## src/rtl/start_seq_if.sv

```systemverilog
// Handshake bundle between the request source/datapath side and the start sequencer.
interface start_seq_if #(
  parameter int CNT_W = 8
);
  logic             req_i;
  logic             done_i;
  logic             abort_i;
  logic             busy_o;
  logic             start_o;
  logic             timeout_o;
  logic [CNT_W-1:0] start_count_o;

  modport master (
    output req_i, done_i, abort_i,
    input  busy_o, start_o, timeout_o, start_count_o
  );

  modport slave (
    input  req_i, done_i, abort_i,
    output busy_o, start_o, timeout_o, start_count_o
  );
endinterface

```

## src/rtl/start_seq_ctrl.sv

```systemverilog
// Start sequencer: turns a request rising edge into a delayed one-cycle start
// pulse, then waits for done with a timeout. busy_o covers the whole sequence.
//
// state  | meaning
// IDLE   | waiting for a request rising edge
// ARM    | delay counter running toward the start pulse
// FIRE   | start_o asserted for one cycle, start count bumped
// WAIT   | waiting for done_i, bounded by the wait counter
module start_seq_ctrl #(
  parameter int START_DELAY = 3,
  parameter int TIMEOUT     = 20,
  parameter int CNT_W       = 8
) (
  input  logic        clk,
  input  logic        rst_n,
  start_seq_if.slave  bus
);

  localparam int DLY_W = (START_DELAY > 1) ? $clog2(START_DELAY) : 1;
  localparam int TMO_W = (TIMEOUT > 1) ? $clog2(TIMEOUT) : 1;

  typedef enum logic [1:0] {
    S_IDLE = 2'd0,
    S_ARM  = 2'd1,
    S_FIRE = 2'd2,
    S_WAIT = 2'd3
  } state_e;

  state_e             state_q, state_d;
  logic [DLY_W-1:0]   dly_q, dly_d;
  logic [TMO_W-1:0]   wait_q, wait_d;
  logic [CNT_W-1:0]   cnt_q, cnt_d;
  logic               timeout_q, timeout_d;
  logic               req_q;
  logic               rise;

  // req_q resets high so a request already asserted at reset release is not an edge
  assign rise = bus.req_i & ~req_q;

  // State, counters and registered outputs with synchronous active-low reset
  always_ff @(posedge clk) begin
    if (!rst_n) begin
      state_q   <= S_IDLE;
      dly_q     <= '0;
      wait_q    <= '0;
      cnt_q     <= '0;
      timeout_q <= 1'b0;
      req_q     <= 1'b1;
    end else begin
      state_q   <= state_d;
      dly_q     <= dly_d;
      wait_q    <= wait_d;
      cnt_q     <= cnt_d;
      timeout_q <= timeout_d;
      req_q     <= bus.req_i;
    end
  end

  // Next-state logic; abort beats done beats timeout in WAIT, abort ignored in FIRE
  always_comb begin
    state_d   = state_q;
    dly_d     = dly_q;
    wait_d    = wait_q;
    cnt_d     = cnt_q;
    timeout_d = 1'b0;
    case (state_q)
      S_IDLE: begin
        if (rise) begin
          state_d = S_ARM;
          dly_d   = DLY_W'(START_DELAY - 1);
        end
      end
      S_ARM: begin
        if (bus.abort_i) begin
          state_d = S_IDLE;
        end else if (dly_q == '0) begin
          state_d = S_FIRE;
        end else begin
          dly_d = dly_q - 1'b1;
        end
      end
      S_FIRE: begin
        state_d = S_WAIT;
        wait_d  = TMO_W'(TIMEOUT - 1);
        if (cnt_q != '1) begin
          cnt_d = cnt_q + 1'b1;
        end
      end
      S_WAIT: begin
        if (bus.abort_i) begin
          state_d = S_IDLE;
        end else if (bus.done_i) begin
          state_d = S_IDLE;
        end else if (wait_q == '0) begin
          state_d   = S_IDLE;
          timeout_d = 1'b1;
        end else begin
          wait_d = wait_q - 1'b1;
        end
      end
      default: state_d = S_IDLE;
    endcase
  end

  assign bus.busy_o        = (state_q != S_IDLE);
  assign bus.start_o       = (state_q == S_FIRE);
  assign bus.timeout_o     = timeout_q;
  assign bus.start_count_o = cnt_q;

endmodule
```

## src/flat_wrapper.sv

```systemverilog
// flat-port wrapper written by rule: the top's interface ports become plain ports
module start_seq_ctrl_flat 
#(
  parameter int START_DELAY = 3,
  parameter int TIMEOUT     = 20,
  parameter int CNT_W       = 8
)
  (clk, rst_n, bus_req_i, bus_done_i, bus_abort_i, bus_busy_o, bus_start_o, bus_timeout_o, bus_start_count_o);
  start_seq_if #(.CNT_W(CNT_W)) bus_i ();
  input  logic clk;
  input  logic rst_n;
  input wire logic [$bits(bus_i.req_i)-1:0] bus_req_i;
  input wire logic [$bits(bus_i.done_i)-1:0] bus_done_i;
  input wire logic [$bits(bus_i.abort_i)-1:0] bus_abort_i;
  output wire logic [$bits(bus_i.busy_o)-1:0] bus_busy_o;
  output wire logic [$bits(bus_i.start_o)-1:0] bus_start_o;
  output wire logic [$bits(bus_i.timeout_o)-1:0] bus_timeout_o;
  output wire logic [$bits(bus_i.start_count_o)-1:0] bus_start_count_o;
  assign bus_i.req_i = bus_req_i;
  assign bus_i.done_i = bus_done_i;
  assign bus_i.abort_i = bus_abort_i;
  assign bus_busy_o = bus_i.busy_o;
  assign bus_start_o = bus_i.start_o;
  assign bus_timeout_o = bus_i.timeout_o;
  assign bus_start_count_o = bus_i.start_count_o;
  start_seq_ctrl #(.START_DELAY(START_DELAY), .TIMEOUT(TIMEOUT), .CNT_W(CNT_W)) u_core (.clk(clk), .rst_n(rst_n), .bus(bus_i));
endmodule
```

## config.mk

```make
export PLATFORM = sky130hd
export DESIGN_NAME = start_seq_ctrl_flat
export DESIGN_NICKNAME = d
export VERILOG_FILES = /design/src/rtl/start_seq_if.sv /design/src/rtl/start_seq_ctrl.sv /design/src/flat_wrapper.sv
export SDC_FILE = /design/constraint.sdc
export NUM_CORES = 1
export LEC_CHECK = 0
export ABC_AREA = 1
export CELL_PAD_IN_SITES_DETAIL_PLACEMENT = 0
export CELL_PAD_IN_SITES_GLOBAL_PLACEMENT = 1
export CORE_MARGIN = 2
export CORE_UTILIZATION = 38
export CTS_BUF_LIST = sky130_fd_sc_hd__clkbuf_4
export DETAILED_ROUTE_END_ITERATION = 8
export PLACE_DENSITY = 0.84
export SYNTH_ARGS = -nofsm -noshare
export SYNTH_HDL_FRONTEND = slang
export SYNTH_SLANG_ARGS = --single-unit
```

## constraint.sdc

```tcl
create_clock -name clk -period 1.4 [get_ports clk]
set_input_delay 0.21 -clock clk [delete_from_list [all_inputs] [get_ports clk]]
set_output_delay 0.21 -clock clk [all_outputs]
set_load 0.01 [all_outputs]
```

Word level (Yosys, flattened, before mapping)
Cells that the tools add are included.

Output and inout port bits: 11. Bits of input ports: 5. Register bits: 19. Word-level logic and storage cells: 52.

Multiplexer cells: 16. Reduce and logical (&&, ||, !) cells: 11. Equal/unequal tests: 12. Add/sub/neg operators: 3. Bitwise logic cells: 4.

Operator list (count): two-way mux 2 bit (9); two-way mux 5 bit (3); inequality test 2 bit, second input constant (5); case mux 5 bit (2 select lines) (1); adder 8 x 1 -> 8 bit, second input constant (1); inequality test 8 bit, second input constant (1); case mux 2 bit (4 select lines) (1); AND reduction 4 bit (2); nonzero test 2 bit (3); zero test 5 bit (1); subtractor 5 x 1 -> 5 bit, second input constant (1); equality test 2 bit, second input constant (2); zero test 2 bit (2); inequality test 4 x 3 -> 1 bit, second input constant (1); case mux 2 bit (2 select lines) (1); OR reduction 4 bit (1); inequality test 3 x 2 -> 1 bit, second input constant (1); inverter 1 bit (3); AND reduction 3 bit (1); equality test 2 x 1 -> 1 bit, second input constant (1); inequality test 2 x 1 -> 1 bit, second input constant (1); AND reduction 2 bit (1); subtractor 2 x 1 -> 2 bit, second input constant (1); bitwise AND 1 bit (1); two-way mux 1 bit (1).

Depth between registers and ports, before layout
Depth in word-level cells: 5. Depth in mapped cells: 8. Depth with buffers taken out: 8.

Worst setup path after synthesis
OpenSTA, ideal clock, no wires.

Kind: flip-flop to flip-flop. From: reg u_core.cnt_q[1] (netlist: u_core.bus.start_count_o[1]). To: reg u_core.cnt_q[1] (netlist: u_core.bus.start_count_o[1]). Library setup time: 116 ps. Arrival time: 1225 ps. Slack: 60 ps. Data required time: 1284 ps. Path buffers: 0. Clock period less this slack: 1340 ps. Cell stages (with the launch flop): 9. Cell sequence: dfxtp_1 ha_1 inv_1 nor2_1 nand2_1 nand2_2 inv_1 nor2_1 nor2_1.

Cells in the longest elaborated chain, start to end: 2. Elaborated cells on any way between the ends: 3. Those cells by class: 1 x add/sub; 1 x eq/ne; 1 x reduce/logical.

Ends and longest elaborated chain: start, declared (RTL line start_seq_ctrl.sv:32) `logic [CNT_W-1:0] cnt_q, cnt_d;`; start signal, assigned (RTL line start_seq_ctrl.sv:53) `cnt_q <= cnt_d;`; branches (longest 2 deep; another with adder 8 x 1 -> 8 bit).

Parallel ways; which one is timed is not known. A chain may end at the register's enable or synchronous reset.

Worst setup path in the final report
From: reg u_core.timeout_q (netlist: u_core.bus.timeout_o). To: out bus_timeout_o.

RTL lines: start, declared (RTL line start_seq_ctrl.sv:33) `logic timeout_q, timeout_d;`; start signal, assigned (RTL line start_seq_ctrl.sv:54) `timeout_q <= timeout_d;`; end, declared (RTL line flat_wrapper.sv:17) `output wire logic [$bits(bus_i.timeout_o)-1:0] bus_timeout_o;`.

No word-level cell between the ends.

==> reports/metrics.cfg <==
[finish]
final_cells=197
syn_to_final_growth_pct=34.1
nets=176
num_antenna_cells=0
final_util_pct=52.3
drive_above_1_share_pct=21.6
final_area_mm2=0.00126

[global_routing]
busiest_layer=met2
grt_pass1_wl_um=3450
antenna_found_initial=0
met3_usage_pct=2.50
overflow=0
grt_max_degree=11
grtUsageMet1_pct=22.9
grt_usage_pct=16.3
grt_pass1_vias=824
grt_util_met2_pct=25.0

[clocking]
clkSlewWorstSetupHoldPaths_ns=0.10
cts_buffer_depth=2
clk_latency_ns=0.29
cts_inserted_buffers=3
cts_sinks=19
cts_max_level=1
postCtsSetupRepairBufs=0
cts_tree=yes
cts_root_buffer=clkbuf_4

[worst_setup_path]
cp.required_ns=1.19
cp_slowest_cell=clkdlybuf4s50_1
critPathBufInv=1
startpoint=u_core.bus.timeout_o$_SDFF_PP0_
reg2reg_slack_ns=0.13
crit_path_end=bus_timeout_o
critPathMaxFanout=1
critPathCaptureType=primary output
worstReg2RegStart=u_core.bus.start_count_o[1]$_SDFFE_PN0P_
crit_chain=clkdlybuf4s50_1
arrival_ns=1.13
regToRegEndpoint=u_core.bus.start_count_o[1]$_SDFFE_PN0P_
worst-path-stages=1
crit_type=reg -> out
crit_family=buffers and inverters
cp-start-kind=flip-flop
max_stage_delay_ns=0.52
reg2reg_depth=8

[synthesis]
syn_area_um2=940
yosysWarnings=0
async_reset_ff_share_pct=0
syn-num-nets=146
ys_seq_elements=19
syn_avg_cell_area_um2=6.81
synth-edff-count=0
syn_inst=138
yosysUniqueCellTypes=23
synth_flop_cell=dfxtp_1
yosysSeqAreaShare_pct=40.5

[drt]
routed_wl_um=2010
drtIter0Drc=41
ant_nets=0
route.detailed.drc=0
num_vias=924
vias_per_cell=4.69
wl_per_cell_um=10.2
first_pass_iters=4

[power]
cellPowerDensity_mw_per_mm2=834
leakagePower_nw=0.553
peakVddDrop_uv=568

[floorplanning]
fp.dieArea_mm2=0.00289
start_util_pct=39.0
num_io_pins=16
die_w_um=53.7
die_h_um=53.7
core_mm2=0.00241
num_rows=18

[timing]
period_needed_ns=1.34
slew_headroom_pct=83.4
final_max_slew_viol_count=0
tightest_slew_ns=0.247
finalWorstSetupSlack_ns=0.0560
final.period_utilization_pct=96.0
timing.fmax_mhz=744
setup_viol=0
final_hold_viol_count=0
finClkSkew_ns=0.00435

[run]
drv_cap=0

[place]
hpwl_um=1510
gp_congestion=0.807
pre_cts_ws_ns=-0.0476
portBuffers=15
dpl_cell_area_mm2=0.00120
dp_cells=193

[status]
status=completed

[worst_hold_path]
hold_class=reg -> reg

==> power breakdown <==
| group | switching, mW | internal (mW) |
|---|---|---|
| Combinational | 0.0954 | 0.0807 |
| Sequential | 0.0149 | 0.561 |
| Clock | 0.169 | 0.130 |
| Total | 0.279 | 0.772 |
==> placed cells by master (no fill, tap or decap), types with 2 or more instances in the layout <==
cell type,count
nand2_1,34
dfxtp_1,11
nor3_1,2
inv_1,16
clkdlybuf4s50_1,5
xor2_1,2
a21oi_1,13
nand3_1,10
nand2_2,2
nand2_4,2
dlygate4sd2_1,10
dfxtp_4,2
nor2_1,17
buf_4,11
clkbuf_4,4
ha_1,2
nor2_2,3
o21ai_0,3
dfxtp_2,6
==> worst min path at each step <==
stage,from,endpoint,slack [ns],cells after the start
2_1_floorplan,bus_req_i,u_core.req_q$_SDFF_PN1_,0.32,1
3_3_place_gp,u_core.wait_q[4]$_SDFFE_PN0P_,u_core.wait_q[4]$_SDFFE_PN0P_,0.44,2
3_5_place_dp,u_core.wait_q[4]$_SDFFE_PN0P_,u_core.wait_q[4]$_SDFFE_PN0P_,0.46,2
4_1_cts,u_core.wait_q[4]$_SDFFE_PN0P_,u_core.wait_q[4]$_SDFFE_PN0P_,0.48,2
5_1_grt,u_core.wait_q[4]$_SDFFE_PN0P_,u_core.wait_q[4]$_SDFFE_PN0P_,0.49,2
6_report,u_core.wait_q[4]$_SDFFE_PN0P_,u_core.wait_q[4]$_SDFFE_PN0P_,0.47,2
==> Yosys cell counts (2+ instances only) <==
master,n,area (µm²)
nand3_1,10,50.1
nor3_1,2,10.0
inv_1,17,63.8
dfxtp_1,19,380
nand2_1,36,135
nand2_2,2,12.5
ha_1,3,37.5
nor2_1,18,67.6
a21oi_1,13,65.1
xor2_1,2,17.5
o21ai_0,3,15.0
nor2_2,2,12.5
==> final cells by class <==
cell class                 instances  area, µm²
fill                             243       1150
multi-input combinational         99        503
sequential                        19        395
timing repair buffer              26        220
inverter                          19       73.8
tap                               30       37.5
clock buffer                       4       30.0
==> sequential cells by signal, summed over array words and instances, names as in the netlist, named ones only <==
signal                    cells
u_core.dly_q                  2
u_core.state_q                1
u_core.req_q                  1
u_core.bus.start_count_o      8
u_core.wait_q                 5
u_core.bus.timeout_o          1
==> tightest hold or removal path: cells and delay by family (launching register included) <==
family	cells	cell delay (ns)
flip-flops	1	0.33
AND/OR/NAND/NOR	1	0.06
AO/OA/AOI/OAI	1	0.05
==> stage by stage <==
stage	setup TNS (ns)	total power, mW	hold WS, ns
finish	0	1.05	0.475
global route	-0.0608	1.12	0.491
CTS	0	1.06	0.477
detailed placement	-0.0958	0.766	0.462
global placement	-0.00213	0.763	0.444
floorplan	0	0.686	0.317
==> routing by layer <==
layer / up-vias / wire length [µm]
met5: - / 0
met4: 0 / 29
met3: 4 / 55
met2: 12 / 934
met1: 413 / 989
li1: 495 / -
==> timing repair <==
action                     4_1_cts  5_1_grt
pin swaps                        0        2
setup endpoints to repair       10       12
hold buffers                     0        0
gates resized for setup         18       10
==> cells by family (layout without fill, tap and decap cells) <==
family / Yosys count / in the layout / synth area share [%]
buf+inv: 20 / 49 / 8.12
simple gates: 75 / 75 / 34.6
xor+xnor: 3 / 3 / 2.80
flops: 19 / 19 / 40.5
fa+ha+maj: 3 / 3 / 4.00
compound gates: 18 / 18 / 9.99
Note: power is estimated with default switching activity, not from simulation.
